--- src/rtl/note_hit_scorer.sv ---
// rtl/note_hit_scorer.sv - rhythm-game note judge: beat timing, hold detection, scoring.
// Optional streak bonus scoring enabled by defining NOTE_SCORER_STREAK_BONUS_EN.
module note_hit_scorer #(
    parameter int HOLD_MIN = 4,
    parameter int SCORE_W  = 16
) (
    input  logic               clk,
    input  logic               reset,
    input  logic [25:0]        tempo_in,
    input  logic [63:0]        next_notes,
    input  logic               song_done,
    input  logic [3:0]         played_note,
    input  logic               played_valid,
    output logic [SCORE_W-1:0] score,
    output logic [7:0]         streak,
    output logic [7:0]         max_streak,
    output logic [9:0]         hits,
    output logic [9:0]         misses,
    output logic               judge_valid,
    output logic               judge_hit,
    output logic [1:0]         state_out
);
    localparam int HOLD_W = $clog2(HOLD_MIN + 1);

    typedef enum logic [1:0] {
        IDLE = 2'b00,
        PLAY = 2'b01,
        DONE = 2'b10
    } state_t;

    state_t              state;
    state_t              state_nx;
    logic [25:0]         beat_cnt;
    logic [HOLD_W-1:0]   hold_cnt;
    logic                hit_flag;
    logic [3:0]          cur_note;
    logic                beat;
    logic                is_pitch;
    logic                match;
    logic                judge;
    logic [5:0]          points;
    logic [SCORE_W:0]    score_sum;
    logic [7:0]          streak_inc;
    logic                unused_notes;

    // Only the current note drives judging; the look-ahead window is for display logic elsewhere.
    assign unused_notes = ^next_notes[63:4];

    assign cur_note   = next_notes[3:0];
    assign beat       = beat_cnt >= tempo_in;
    assign is_pitch   = (cur_note != 4'h0) && (cur_note != 4'hf);
    assign match      = (state == PLAY) && !beat && played_valid
                        && (played_note == cur_note) && is_pitch;
    assign judge      = (state == PLAY) && beat && is_pitch;
    assign streak_inc = (streak == 8'hff) ? 8'hff : streak + 8'd1;
    assign state_out  = state;

`ifdef NOTE_SCORER_STREAK_BONUS_EN
    always_comb begin
        points = 6'd40;
        if (streak < 8'd8)
            points = 6'd10;
        else if (streak < 8'd16)
            points = 6'd20;
        else if (streak < 8'd24)
            points = 6'd30;
    end
`else
    assign points = 6'd10;
`endif

    assign score_sum = {1'b0, score} + (SCORE_W + 1)'(points);

    always_comb begin
        state_nx = state;
        case (state)
            IDLE:    if (beat && cur_note != 4'h0) state_nx = PLAY;
            PLAY:    if (song_done) state_nx = DONE;
            DONE:    state_nx = DONE;
            default: state_nx = IDLE;
        endcase
    end

    always_ff @(posedge clk) begin
        if (reset) begin
            state <= IDLE;
        end else begin
            state <= state_nx;
        end
    end

    always_ff @(posedge clk) begin
        if (reset) begin
            beat_cnt    <= '0;
            hold_cnt    <= '0;
            hit_flag    <= 1'b0;
            score       <= '0;
            streak      <= '0;
            max_streak  <= '0;
            hits        <= '0;
            misses      <= '0;
            judge_valid <= 1'b0;
            judge_hit   <= 1'b0;
        end else begin
            beat_cnt    <= beat ? 26'd0 : beat_cnt + 26'd1;
            judge_valid <= judge;

            // Samples on the beat cycle belong to neither note, so the hold window restarts.
            if (beat) begin
                hold_cnt <= '0;
                hit_flag <= 1'b0;
            end else if (match) begin
                if (hold_cnt != HOLD_W'(HOLD_MIN))
                    hold_cnt <= hold_cnt + 1'b1;
                if (hold_cnt >= HOLD_W'(HOLD_MIN - 1))
                    hit_flag <= 1'b1;
            end else begin
                hold_cnt <= '0;
            end

            if (judge) begin
                judge_hit <= hit_flag;
                if (hit_flag) begin
                    if (hits != 10'h3ff)
                        hits <= hits + 10'd1;
                    streak <= streak_inc;
                    if (streak_inc > max_streak)
                        max_streak <= streak_inc;
                    score <= score_sum[SCORE_W] ? {SCORE_W{1'b1}} : score_sum[SCORE_W-1:0];
                end else begin
                    if (misses != 10'h3ff)
                        misses <= misses + 10'd1;
                    streak <= '0;
                end
            end
        end
    end
endmodule

--- config.mk ---
export PLATFORM = sky130hd
export DESIGN_NAME = note_hit_scorer
export DESIGN_NICKNAME = d
export VERILOG_FILES = /design/src/rtl/note_hit_scorer.sv
export SDC_FILE = /design/constraint.sdc
export NUM_CORES = 1
export LEC_CHECK = 0
export ABC_AREA = 1
export CELL_PAD_IN_SITES_DETAIL_PLACEMENT = 1
export CELL_PAD_IN_SITES_GLOBAL_PLACEMENT = 2
export CORE_ASPECT_RATIO = 1.1
export CORE_MARGIN = 4
export CORE_UTILIZATION = 28
export CTS_CLUSTER_DIAMETER = 60
export DETAILED_ROUTE_END_ITERATION = 12
export GPL_ROUTABILITY_DRIVEN = 0
export HOLD_SLACK_MARGIN = 0.1
export PLACE_DENSITY_LB_ADDON = 0.1
export SETUP_SLACK_MARGIN = 0.15
export SLEW_MARGIN = 25
export SYNTH_ARGS = -nofsm -noshare
export SYNTH_HDL_FRONTEND = slang
export SYNTH_SLANG_ARGS = --single-unit
--- constraint.sdc ---
create_clock -name clk -period 3.7 [get_ports clk]
set_clock_uncertainty 0.1 [all_clocks]
set_input_delay 0.37 -clock clk [delete_from_list [all_inputs] [get_ports clk]]
set_output_delay 0.37 -clock clk [all_outputs]
set_load 0.01 [all_outputs]
==> results of run 1 <==
[placed cells by master (no fill, tap or decap), types with 2 or more instances in the layout]
cell / count
nand2_2: 2
xnor2_1: 11
clkinv_2: 3
or2_2: 7
clkdlybuf4s50_1: 93
nand3_1: 33
inv_2: 4
buf_4: 4
inv_1: 113
o21ai_0: 15
a21oi_1: 64
ha_1: 45
nor3_1: 22
nor4_1: 2
nor2_4: 3
nand4_1: 29
dfxtp_1: 86
nand3b_1: 2
nand2_1: 202
nand3_2: 2
nor2_1: 90
nor2_2: 8
xor2_1: 17
nand2_4: 2
clkbuf_16: 9
clkbuf_1: 2
nor3b_1: 8
[area by class of cell]
class	count	area share [%]
multi-input cells	581	46.3
flip-flops and latches	86	25.0
repair buffers	97	13.9
inverters	117	6.37
well taps	247	4.48
clock buffers	12	3.58
clock inverters	4	0.327
[where the power goes]
part	internal (mW)	switching, mW
clock	0.471	0.385
combinational	0.108	0.130
sequential	0.939	0.0133
total	1.52	0.529
[sequential cells by signal (all words and copies together), names as in the netlist, 2 cells and up]
| register | count |
|---|---|
| state_out | 2 |
| max_streak | 8 |
| score | 16 |
| hits | 10 |
| misses | 10 |
| beat_cnt | 26 |
| streak | 8 |
| hold_cnt | 3 |
[worst min-delay path by stage]
stage | start | end | cells past startpoint
2_1_floorplan | beat_cnt[0] | beat_cnt[0] | 1
3_3_place_gp | score[0] | score[0] | 2
3_5_place_dp | score[0] | score[0] | 2
4_1_cts | score[0] | score[0] | 2
5_1_grt | score[0] | score[0] | 2
6_report | score[0] | score[0] | 2
[through the flow]
step	std cells	power, mW	hold slack, ps
2_1_floorplan	803	1.11	330
3_3_place_gp	1128	1.21	340
3_5_place_dp	1128	1.22	351
4_1_cts	1144	2.10	365
5_1_grt	1144	2.15	399
6_report	1144	2.05	361
[worst max-delay path, cell delays in order (launching register included)]
cell and delay (ps):
dfxtp_1 410, ha_1 200, nand2_1 80, nor3_1 250, and2_1 210, nand2_1 160, o21ai_0 230, ha_1 190
nand2_1 60, o21ai_0 180, nand2_1 70, a21oi_1 260, nand4_4 280, nor2_1 180, nor2_1 60
[cells by family (layout without fill, tap and decap cells)]
family                     after synthesis  after routing
xor gates and xnor gates                28             28
buffers and inverters                  136            230
adders and majority gates               45             45
AOI/OAI and AO/OA                       88             88
and+or+nand+nor                        420            420
DFF                                     86             86
[layer usage]
layer	wire length (microns)	vias to the layer above	track usage (%)
li1	-	2740	-
met1	6930	2545	16.6
met2	8410	63	28.5
met3	530	17	2.60
met4	340	0	5.81
met5	0	-	0
==> metrics.md, run 1 <==
| Metric | Value |
|---|---|
| Status | `finished, final reports clean` |
| Kind of critical path | `reg2reg` |
| Clk slew on worst S/H paths | `60 ps` |
| Most used DFF post-synth | `dfxtp_1` |
| Reg2reg end | `max_streak[3]` |
| Layout cells sized above 1 | `5.69%` |
| Vias in the first global route | `5830` |
| Fin nets | `1035` |
| Core footprint | `0.0192 sq mm` |
| RSZ-0062 raised after global routing | `no` |
| Final hold violation count | `0` |
| Antenna Cells | `0` |
| Place WS | `503 ps` |
| Post-DP Area | `0.00662 sq mm` |
| Synth Cell Area | `0.00546 sq mm` |
| FF-to-FF path depth | `14` |
| Worst setup margin | `652 ps` |
| Final wirelength | `16.2 mm` |
| XOR/XNOR share of the synthesized area | `4.49%` |
| CP endpoint | `max_streak[3]` |
| Yosys top cell area share | `31.5%` |
| Multi-input logic area | `0.00319 sq mm` |
| Crit. End Element | `flop` |
| Register area share after synthesis | `31.5%` |
| Startpoint types | `flop` |
| Simple-Gate Fraction of Synth Area | `35.0%` |
| Via-to-Cell Ratio | `4.69` |
| Min-delay worst type | `reg2reg` |
| Worst rel slew slack | `60.1%` |
| F_max | `0.328 GHz` |
| Port bufs | `93` |
| Post-layout util | `36.0%` |
| DR iter-0 viols | `156` |
| Register area | `0.00172 sq mm` |
| DRT antenna net count | `0` |
| Drt drc | `0` |
| Min Tclk post-route | `3050 ps` |
| Reg-to-reg startpoint | `streak[0]` |
| Final instance area | `0.00689 sq mm` |
| Area Growth Syn to Fin | `26.3%` |
| Total track usage | `15.1%` |
| Mux contribution to synthesized area | `0%` |
| Syn Area/Cell | `6.80 sq um` |
| Cells after Synth | `803` |
| Worst Tran Pin Value | `596 ps` |
| Clock tree root buffer cell | `clkbuf_16` |
| Clock Path Buffers | `2` |
| Area of the die | `0.0218 sq mm` |
| I/O Pins | `154` |
| #FFs+latches synth | `86` |
| Worst Path Max Fanout | `16` |
| Global-route wire length before repair | `27.1 mm` |
| H-tree depth | `3` |
| Initial Util | `28.5%` |
| Crit path launch | `streak[0]` |
| Initial antenna violation count | `0` |
| Most frequent cells after synthesis | `nand2_1, inv_1, nor2_1, dfxtp_1, a21oi_1` |
| Post-synth EDFFs | `0` |
| Die height | `154 microns` |
| R2R Setup Slk | `650 ps` |
| Netlist cell types | `43` |
| Most common cell in the synthesized netlist | `nand2_1` |
| Syn nets | `946` |
| Final Slew Violations | `0` |
| Compound-Gate Fraction of Synth Area | `8.71%` |
| Total CTS buffers | `9` |
| Worst path required time | `3840 ps` |
| Site row count | `53` |
| Post-CTS setup buffer count | `0` |
| Clock sinks | `86` |
| Worst path arrival time | `3180 ps` |
| Remaining global-route overflow | `0` |
| Largest family of logic cells by synthesized area | `simple AND/OR/NAND/NOR gates` |
| Detailed Place HPWL | `12.5 mm` |
| DR pass1 iterations | `4` |
| DR WL/cell | `14.2 microns` |
| Largest net degree at the start of global routing | `38` |
| Cell taking the most area after synthesis | `dfxtp_1` |
| Synth async-reset ratio | `0%` |
| # hold bufs at CTS | `0` |
| Final setup vio count | `0` |
| YS warnings | `0` |
| Via count | `5365` |
| Leak | `2.92 nW` |
| Power per cell area | `297 mW/mm^2` |
| Chip width | `141 microns` |
| Max cap viols | `0` |
| Latest clock arrival within the worst-skew pair | `350 ps` |
| Max IR drop VDD | `0.200 mV` |
| Adder-Cell Fraction of Synth Area | `10.3%` |
| Period utilisation layout | `82.4%` |
| Synth area leaders | `dfxtp_1, nand2_1, ha_1` |
| Clock tree from TritonCTS | `built` |
| Fill cells | `2397` |
| Post-CTS Resized | `0` |
| Setup TNS | `0 ps` |
Note: power is estimated with default switching activity, not from simulation.
==> inputs of run 2 (changes only) <==
--- a/config.mk
+++ b/config.mk
@@ -10,7 +10,7 @@
 export CELL_PAD_IN_SITES_GLOBAL_PLACEMENT = 2
 export CORE_ASPECT_RATIO = 1.1
 export CORE_MARGIN = 4
-export CORE_UTILIZATION = 28
+export CORE_UTILIZATION = 23
 export CTS_CLUSTER_DIAMETER = 60
 export DETAILED_ROUTE_END_ITERATION = 12
 export GPL_ROUTABILITY_DRIVEN = 0
==> constraint.sdc (replaced) <==
create_clock -name clk -period 2.8 [get_ports clk]
set_clock_uncertainty 0.1 [all_clocks]
set_input_delay 0.28 -clock clk [delete_from_list [all_inputs] [get_ports clk]]
set_output_delay 0.28 -clock clk [all_outputs]
set_load 0.01 [all_outputs]
==> run 2 against run 1 <==
Effect of this change: register-to-register slack got worse by 460 ps; highest routed layer unchanged; fmax increased by 17%; global-route usage is 1.5 points lower; hold slack got worse by 7.6 ps; sequential power rose by 32%; final area increased by 9.4%; first-iteration DRC count decreased by 5.1%; flip-flop and latch count is the same; count of clock-buffer cells in the layout is 1 lower; die area up 21%; clock power rose by 44%; worst setup slack lost 460 ps.
==> metrics.md, run 2 (synthesis gave the netlist of run 1 again) <==
| Metric | Value |
|---|---|
| Total track usage | `13.5% (was 15.1%)` |
| Period utilisation layout | `93.2% (was 82.4%)` |
| Detailed Place HPWL | `13.4 mm (was 12.5 mm)` |
| Final wirelength | `17.9 mm (was 16.2 mm)` |
| Leak | `3.23 nW (was 2.92 nW)` |
| Register with the most flip-flops | `beat_cnt (unchanged)` |
| Worst Tran Pin Value | `672 ps (was 596 ps)` |
| Die height | `170 microns (was 154 microns)` |
| DR pass1 iterations | `4 (unchanged)` |
| Multi-input logic area | `0.00337 sq mm (was 0.00319 sq mm)` |
| Fin nets | `1077 (was 1035)` |
| Final setup vio count | `0 (unchanged)` |
| Initial Util | `23.6% (was 28.5%)` |
| Register area | `0.00173 sq mm (was 0.00172 sq mm)` |
| Port bufs | `93 (unchanged)` |
| Worst rel slew slack | `55.2% (was 60.1%)` |
| Latest clock arrival within the worst-skew pair | `350 ps (about the same)` |
| Clk slew on worst S/H paths | `60 ps (about the same)` |
| Initial antenna violation count | `0 (unchanged)` |
| CP peak stage delay | `360 ps (was 410 ps)` |
| Clock sinks | `86 (unchanged)` |
| Total CTS buffers | `9 (unchanged)` |
| Vias in the first global route | `5798 (was 5830)` |
| Layout cells sized above 1 | `12.8% (was 5.69%)` |
| Worst Path Max Fanout | `8 (was 16)` |
| Remaining global-route overflow | `0 (unchanged)` |
| DR WL/cell | `14.4 microns (was 14.2 microns)` |
| Via-to-Cell Ratio | `4.47 (was 4.69)` |
| Highest-delay cell along the critical path | `dfxtp_2 (was dfxtp_1)` |
| Commonest non-fill, non-tap cell in the layout | `nand2_1 (unchanged)` |
| Status | `finished, final reports clean (unchanged)` |
| Final Slew Violations | `0 (unchanged)` |
| Fill cells | `2882 (was 2397)` |
| RSZ-0062 raised after global routing | `yes (was no)` |
| Min Tclk post-route | `2610 ps (was 3050 ps)` |
| # hold bufs at CTS | `0 (unchanged)` |
| Final instance area | `0.00754 sq mm (was 0.00689 sq mm)` |
| Chip width | `155 microns (was 141 microns)` |
| DRT antenna net count | `0 (unchanged)` |
| Worst path arrival time | `2790 ps (was 3180 ps)` |
| Worst path required time | `2980 ps (was 3840 ps)` |
| DR iter-0 viols | `148 (was 156)` |
| Max FFs per register | `26 (unchanged)` |
| Kind of critical path | `reg2reg (unchanged)` |
| Startpoint types | `flop (unchanged)` |
| Clock tree root buffer cell | `clkbuf_16 (unchanged)` |
| Global-route wire length before repair | `29.1 mm (was 27.1 mm)` |
| Setup TNS | `0 ps (unchanged)` |
| Largest net degree at the start of global routing | `38 (unchanged)` |
| Power per cell area | `374 mW/mm^2 (was 297 mW/mm^2)` |
| Via count | `5529 (was 5365)` |
| H-tree depth | `3 (unchanged)` |
| Area of the die | `0.0263 sq mm (was 0.0218 sq mm)` |
| Antenna Cells | `0 (unchanged)` |
| Site row count | `58 (was 53)` |
| Biggest regs | `beat_cnt: 26 flops, score: 16 flops (unchanged)` |
| Crit-path cells | `buf_6 > nand3_4 > nor3_4 > nand2_2 > nor3_2 > a21oi_2 > ha_1 > nand2_2 > o21a_1 > a21oi_2 > buf_6 > nand4_4 > nand2_1 > nand2_1 > nor2_1 (was ha_1 > nand2_1 > nor3_1 > and2_1 > nand2_1 > o21ai_0 > ha_1 > nand2_1 > o21ai_0 > nand2_1 > a21oi_1 > nand4_4 > nor2_1 > nor2_1)` |
| Final hold violation count | `0 (unchanged)` |
| Core footprint | `0.0231 sq mm (was 0.0192 sq mm)` |
| Max IR drop VDD | `0.237 mV (was 0.200 mV)` |
| Most frequent cells in the layout | `nand2_1, inv_1, clkdlybuf4s50_1, nor2_1, dfxtp_1 (unchanged)` |
| F_max | `0.383 GHz (was 0.328 GHz)` |
| Area Growth Syn to Fin | `38.2% (was 26.3%)` |
| Drt drc | `0 (unchanged)` |
| Crit. End Element | `flop (unchanged)` |
| I/O Pins | `154 (unchanged)` |
| Min-delay worst type | `reg2reg (unchanged)` |
| Clock tree from TritonCTS | `built (unchanged)` |
| R2R Setup Slk | `190 ps (was 650 ps)` |
| Max cap viols | `0 (unchanged)` |
| Post-DP Area | `0.00694 sq mm (was 0.00662 sq mm)` |
| Clock Path Buffers | `2 (unchanged)` |
run 2: cell count changes in the layout (fill, tap and decap cells not counted), sizes merged:
cell / previous run / this run
buf: 4 / 44
bufinv: 0 / 1
clkbuf: 12 / 11
clkinv: 3 / 2
nand4: 30 / 31
nor2: 102 / 103
run 2: cell type report:
type                       count  area share [%]
clock inverter                 4           0.630
timing repair buffer         137            17.8
sequential                    86            22.9
multi-input combinational    583            44.7
clock buffer                  11            3.22
tap                          300            4.98
inverter                     117            5.82
run 2: final timing paths:
| check | from | endpoint | cells after the start |
|---|---|---|---|
| worst max-delay path | streak[0] | max_streak[1] | 15 |
| worst min-delay path | score[0] | score[0] | 2 |
| worst max register to register | streak[0] | max_streak[1] | 15 |
| worst min register to register | score[0] | score[0] | 2 |
run 2: through the flow:
| stage | utilization [%] | total power [mW] | instances | hold WS, ps | worst slack, ps |
|---|---|---|---|---|---|
| after floorplan | - | 1.47 | 803 | 330 | 195 |
| after global placement | 30.1 | 1.60 | 1210 | 338 | -139 |
| after detailed placement | 30.1 | 1.62 | 1210 | 346 | -173 |
| after CTS | 31.6 | 2.90 | 1227 | 359 | 152 |
| after global routing | 32.7 | 2.98 | 1238 | 375 | 16.6 |
| final | 32.7 | 2.82 | 1238 | 353 | 191 |
run 2: repair_timing:
action                                 CTS  global route
resized for setup                       10            34
pin swaps                                3            20
buffers inserted                         1            10
cloned                                   1             1
setup endpoints to repair                8            13
endpoints found under the hold margin    0             0
run 2: routing by layer:
metal  routed length, microns  global-route usage (%)
met1                     7660                    15.7
met2                     9510                    25.4
met3                      455                    2.27
met4                      243                    3.92
met5                        0                       0
run 2: power breakdown:
part	total (mW)	leakage (nW)	switching, mW	internal [mW]
clock	1.23	0.141	0.522	0.709
sequential	1.26	0.695	0.0186	1.24
combinational	0.330	2.39	0.182	0.148
total	2.82	3.23	0.722	2.10
run 2: worst max-delay path: cells and delay by family, from the launching register on:
family,cells,cell delay [ps]
buffers and inverters,2,260
DFF,1,360
AOI/OAI and AO/OA,3,420
and+or+nand+nor,9,1080
adders and majority gates,1,330
==> inputs of run 3 (changes only) <==
--- a/config.mk
+++ b/config.mk
@@ -10,7 +10,8 @@
 export CELL_PAD_IN_SITES_GLOBAL_PLACEMENT = 2
 export CORE_ASPECT_RATIO = 1.1
 export CORE_MARGIN = 4
-export CORE_UTILIZATION = 23
+export CORE_UTILIZATION = 24
+export CTS_BUF_LIST = sky130_fd_sc_hd__clkbuf_4
 export CTS_CLUSTER_DIAMETER = 60
 export DETAILED_ROUTE_END_ITERATION = 12
 export GPL_ROUTABILITY_DRIVEN = 0
==> run 3 against run 2 <==
Effect of this change: hold slack improved by 9.3 ps; power fell by 20%; sequential power barely moved; first-iteration DRC count fell by 6.1%; non-clock buffer count fell by 7; count of clock-buffer cells in the layout rose by 1; critical path depth rose by 1; combinational power barely moved; critical endpoint is now max_streak[3]; largest cell class unchanged.
==> metrics.md, run 3 (synthesis gave the netlist of run 1 again) <==
| Metric | Value |
|---|---|
| CP bufs+invs | `2 (unchanged)` |
| Most frequent cells in the layout | `nand2_1, inv_1, clkdlybuf4s50_1, nor2_1, dfxtp_1 (unchanged)` |
| DRT antenna net count | `0 (unchanged)` |
| Startpoint types | `flop (unchanged)` |
| Leak | `3.09 nW (was 3.23 nW)` |
| Clk slew on worst S/H paths | `140 ps (was 60 ps)` |
| Global-route wire length before repair | `28.3 mm (was 29.1 mm)` |
| Via count | `5468 (was 5529)` |
| Register area | `0.00173 sq mm (about the same)` |
| Crit. End Element | `flop (unchanged)` |
| Clock tree from TritonCTS | `built (unchanged)` |
| Post-DP Area | `0.00697 sq mm (was 0.00694 sq mm)` |
| Chip width | `152 microns (was 155 microns)` |
| # hold bufs at CTS | `0 (unchanged)` |
| Vias in the first global route | `5915 (was 5798)` |
| Worst path required time | `3100 ps (was 2980 ps)` |
| R2R Setup Slk | `220 ps (was 190 ps)` |
| Remaining global-route overflow | `0 (unchanged)` |
| Via-to-Cell Ratio | `4.45 (was 4.47)` |
| Final wirelength | `17.1 mm (was 17.9 mm)` |
| Final instance area | `0.00725 sq mm (was 0.00754 sq mm)` |
| Clock tree root buffer cell | `clkbuf_4 (was clkbuf_16)` |
| Final hold violation count | `0 (unchanged)` |
| DR WL/cell | `13.9 microns (was 14.4 microns)` |
| Period utilisation layout | `92.0% (was 93.2%)` |
| Biggest regs | `beat_cnt: 26 flops, score: 16 flops (unchanged)` |
| Multi-input logic area | `0.00333 sq mm (was 0.00337 sq mm)` |
| Clock Path Buffers | `2 (unchanged)` |
| Worst path arrival time | `2870 ps (was 2790 ps)` |
| Kind of critical path | `reg2reg (unchanged)` |
| Final setup vio count | `0 (unchanged)` |
| Max IR drop VDD | `0.166 mV (was 0.237 mV)` |
| Delay-heaviest family, CP | `simple AND/OR/NAND/NOR gates (unchanged)` |
| Register with the most flip-flops | `beat_cnt (unchanged)` |
| Worst Tran Pin Value | `676 ps (was 672 ps)` |
| Fin nets | `1070 (was 1077)` |
| WHS | `363 ps (was 353 ps)` |
| Reg-to-reg startpoint | `streak[1] (was streak[0])` |
| Max cap viols | `0 (unchanged)` |
| Area Growth Syn to Fin | `32.8% (was 38.2%)` |
| Min Tclk post-route | `2580 ps (was 2610 ps)` |
| Commonest non-fill, non-tap cell in the layout | `nand2_1 (unchanged)` |
| Largest net degree at the start of global routing | `38 (unchanged)` |
| Die height | `166 microns (was 170 microns)` |
| Most frequent CP cell | `nand2_2` |
| Port bufs | `93 (unchanged)` |
| Site row count | `57 (was 58)` |
| Pwr Total | `2.26 mW (was 2.82 mW)` |
| Latest clock arrival within the worst-skew pair | `450 ps (was 350 ps)` |
| Initial antenna violation count | `1 (was 0)` |
| F_max | `0.388 GHz (was 0.383 GHz)` |
| Final Slew Violations | `0 (unchanged)` |
| H-tree depth | `3 (unchanged)` |
| Worst Path Max Fanout | `8 (unchanged)` |
| Max FFs per register | `26 (unchanged)` |
| Clock sinks | `86 (unchanged)` |
| Core footprint | `0.0223 sq mm (was 0.0231 sq mm)` |
| CP endpoint | `max_streak[3] (was max_streak[1])` |
| Drt drc | `0 (unchanged)` |
| Reg2reg end | `max_streak[3] (was max_streak[1])` |
| Detailed Place HPWL | `13.0 mm (was 13.4 mm)` |
| Layout cells sized above 1 | `11.7% (was 12.8%)` |
| I/O Pins | `154 (unchanged)` |
| DR pass1 iterations | `4 (unchanged)` |
| CP peak stage delay | `380 ps (was 360 ps)` |
| Worst rel slew slack | `54.9% (was 55.2%)` |
| FF-to-FF path depth | `16 (was 15)` |
| Area of the die | `0.0252 sq mm (was 0.0263 sq mm)` |
| Crit-path cells | `ha_4 > nand2_4 > nor3_4 > and2_4 > buf_6 > nor3_4 > a21oi_2 > ha_1 > nand2_2 > o21a_1 > a21oi_2 > buf_6 > nand4_4 > nand2_2 > nand2_2 > nor2_2 (was buf_6 > nand3_4 > nor3_4 > nand2_2 > nor3_2 > a21oi_2 > ha_1 > nand2_2 > o21a_1 > a21oi_2 > buf_6 > nand4_4 > nand2_1 > nand2_1 > nor2_1)` |
| Status | `finished, final reports clean (unchanged)` |
| RSZ-0062 raised after global routing | `yes (unchanged)` |
| Initial Util | `24.5% (was 23.6%)` |
| Crit path launch | `streak[1] (was streak[0])` |
| Crit path depth | `16 (was 15)` |
| Post-layout util | `32.6% (was 32.7%)` |
| Power per cell area | `312 mW/mm^2 (was 374 mW/mm^2)` |
| DR iter-0 viols | `139 (was 148)` |
| Total track usage | `13.7% (was 13.5%)` |
| Total CTS buffers | `9 (unchanged)` |
| Highest-delay cell along the critical path | `dfxtp_4 (was dfxtp_2)` |
| Min-delay worst type | `reg2reg (unchanged)` |
| Fill cells | `2784 (was 2882)` |
[run 3: cell count changes in the layout (fill, tap and decap cells not counted), sizes merged]
cell      change
buf           -7
clkbuf        +1
bufinv        -1
clkinvlp      +1
diode         +2
[run 3: cell type report]
| type | count | share of cell area, % |
|---|---|---|
| clock buffers | 12 | 1.24 |
| flip-flops and latches | 86 | 23.8 |
| clock inverters | 4 | 0.328 |
| multi-input cells | 583 | 45.9 |
| inverters | 117 | 6.06 |
| repair buffers | 130 | 17.5 |
| well taps | 295 | 5.09 |
| diodes | 2 | 0.0690 |
[run 3: what timing repair did]
| item | in CTS | in global routing |
|---|---|---|
| gates resized for setup | 18 | 16 |
| endpoints found under the setup margin | 8 | 12 |
| setup buffers | 1 | 1 |
| cloned | 1 | 1 |
| pin swaps | 6 | 17 |
[run 3: stage by stage]
step	setup TNS, ps	instances	setup slack, ps
finish	0	1229	225
global route	0	1229	21.0
CTS	0	1225	151
detailed placement	-2760	1207	-273
global placement	-1690	1207	-169
floorplan	0	803	195
[run 3: worst min path at each step]
stage | depth (start not counted) | start | to
3_5_place_dp | 2 | score[0] | score[0]
2_1_floorplan | 1 | beat_cnt[0] | beat_cnt[0]
3_3_place_gp | 2 | score[0] | score[0]
6_report | 2 | score[0] | score[0]
5_1_grt | 2 | score[0] | score[0]
4_1_cts | 2 | score[0] | score[0]
[run 3: routing by layer]
metal	GRT usage, %	wire [microns]
met5	0	0
met4	3.99	266
met3	2.21	459
met2	25.4	8850
met1	16.0	7520
[run 3: report_power, final]
part           internal, mW  switching (mW)
Clock                 0.209           0.463
Sequential             1.24          0.0177
Combinational         0.147           0.186
Total                  1.60           0.666
[run 3: tightest hold or removal path, cell delays in order, from the launching register on]
cell and delay [ps]:
dfxtp_1 340, inv_1 50, a21oi_1 50
==> edit (config.mk and constraints of run 2) <==
`HOLD_MIN`: 4 -> 2.
--- a/src/rtl/note_hit_scorer.sv
+++ b/src/rtl/note_hit_scorer.sv
@@ -2,5 +2,5 @@
 // Optional streak bonus scoring enabled by defining NOTE_SCORER_STREAK_BONUS_EN.
 module note_hit_scorer #(
-    parameter int HOLD_MIN = 4,
+    parameter int HOLD_MIN = 2,
     parameter int SCORE_W  = 16
 ) (
Behaviour: not the same (Yosys sat finds a counterexample within 10 cycles, from zero or initial values and one cycle with reset high).
==> edit against run 2 <==
  * Power decreased by 2.7%
  * Area after synthesis is 3.1% lower
  * Design area down 4.2%
  * Critical path depth grew 1
  * Worst setup slack improved by 0.11 ns
  * Wire length is 5.4% lower
  * Utilization decreased by 0.31 points
  * Fmax up 4.4%
  * Via count shrank 3.9%
  * Sequential cell count is 1 lower
  * Sequential share of layout area grew 0.77 points
  * Synthesized cell count is 3.7% lower
  * Non-clock buffer count decreased by 6
  * Critical endpoint is now score[2]
  * Highest routed layer unchanged
==> edit: results (changes against run 2) <==
peak supply drop 0.2505 mV (was 0.2367 mV); leakage 2.972 nW (was 3.231 nW); share of cells above drive strength 1 11.38% (was 12.79%); latest clock arrival within the worst-skew pair 0.35 ns (about the same); post-layout total power 2.744 mW (was 2.820 mW); fin cells 1200 (was 1238); nets 1042 (was 1077); grt met2 use 22.06% (was 25.38%); Hold Path Class in2reg (was reg2reg); Slowest-stage cell, CP clkdlybuf4s50_1 (was dfxtp_2); Mapped Cells 773 (was 803); vias in the first global route 5481 (was 5798); DP Area 6797 sq um (was 6944 sq um); Seq/Total Area, Yosys 32.18% (was 31.55%); clk slew on worst S/H paths 0.07 ns; DRT iter0 DRCs 139 (was 148); Tot GR Track Use 13.35% (was 13.53%); met3 wire len 759 um (was 455 um); vias 5312 (was 5529); Syn Nets 915 (was 946); DP HPWL 13110 um (was 13370 um); Slew @ Worst Pin 0.5821 ns (was 0.6715 ns); met2 WL post-DR 7937 um (was 9512 um); Post-Place Setup Slack -0.2164 ns (was -0.1731 ns); GRT met3 Usage 3.997% (was 2.270%); Combinational Power 0.319 mW (was 0.330 mW); drt wl/cell 14.09 um (was 14.44 um); critical-path maximum fanout 6 (was 8); CP max stage delay 0.47 ns (was 0.36 ns); largest cells by area after synthesis dfxtp_1 32%, nand2_1 15%, ha_1 10%, inv_1 7.5%, a21oi_1 6.8% (was dfxtp_1 32%, nand2_1 14%, ha_1 10%, inv_1 7.8%, nor2_1 6.2%); n_diodes 0 (unchanged); Psw 0.7220 mW (was 0.7221 mW); pin count of the biggest net entering global routing 50 (was 38); Distinct cells, synth 39 (was 43); Arr. time, crit path 2.65 ns (was 2.79 ns); first-pass GRT wire length 28030 um (was 29060 um); met1 Use GR 17.26% (was 15.70%); Clk pwr share 43.0% (was 43.6%); status complete, no violations (unchanged)
[edit: cell count changes after synthesis, sizes merged, moves of 2 or more]
cell,before,now
inv,117,106
nor3,23,15
a21oi,65,73
nand4,30,20
nand2,206,212
nor4,2,4
nor3b,8,5
nor2,102,79
buf,10,7
a211oi,0,2
o21a,1,3
nand3,35,48
[edit: path summary, 6_finish.rpt]
check / start / slack, ns / end / depth (start not counted)
worst max-delay path: tempo_in[13] / 0.30 / score[2] / 16
worst min-delay path: reset / 0.32 / misses[4] / 4
worst max register to register: streak[1] / 0.32 / max_streak[6] / 15
worst min register to register: beat_cnt[0] / 0.35 / beat_cnt[0] / 1
[edit: worst register-to-register path, cell delays in order, from the launching register on]
cell	delay, ns
dfxtp_4	0.36
ha_2	0.19
nand3_2	0.11
nor2_4	0.05
nand2_2	0.09
inv_1	0.07
a21oi_1	0.11
o21ai_1	0.11
ha_1	0.31
a21oi_1	0.07
o21a_1	0.20
a21oi_4	0.17
nand4_1	0.11
buf_6	0.16
nand2_1	0.08
a21oi_2	0.06
[edit: area by class of cell]
cell class,count,area [sq um]
clock buffers,12,256.5
clock inverters,4,22.52
fillers,2723,15100
inverters,106,397.9
multi-input cells,567,3204
flip-flops and latches,85,1712
well taps,295,369.1
repair buffers,131,1264
[edit: cells by family (layout without fill, tap and decap cells)]
logic type      Yosys count  in the layout  share of synthesized area [%]
fa+ha+maj                44             44                          10.41
simple gates            397            397                          33.81
xor+xnor                 28             28                          4.638
flops                    85             85                          32.18
compound gates           98             98                          9.797
buf+inv                 121            253                          9.158
[edit: timing repair]
action                     CTS  global route
setup endpoints to repair    8            52
gates resized for setup      6            31
setup buffers                0             4
pin swaps                    0             4
cloned                       0             0
hold buffers                 0             0
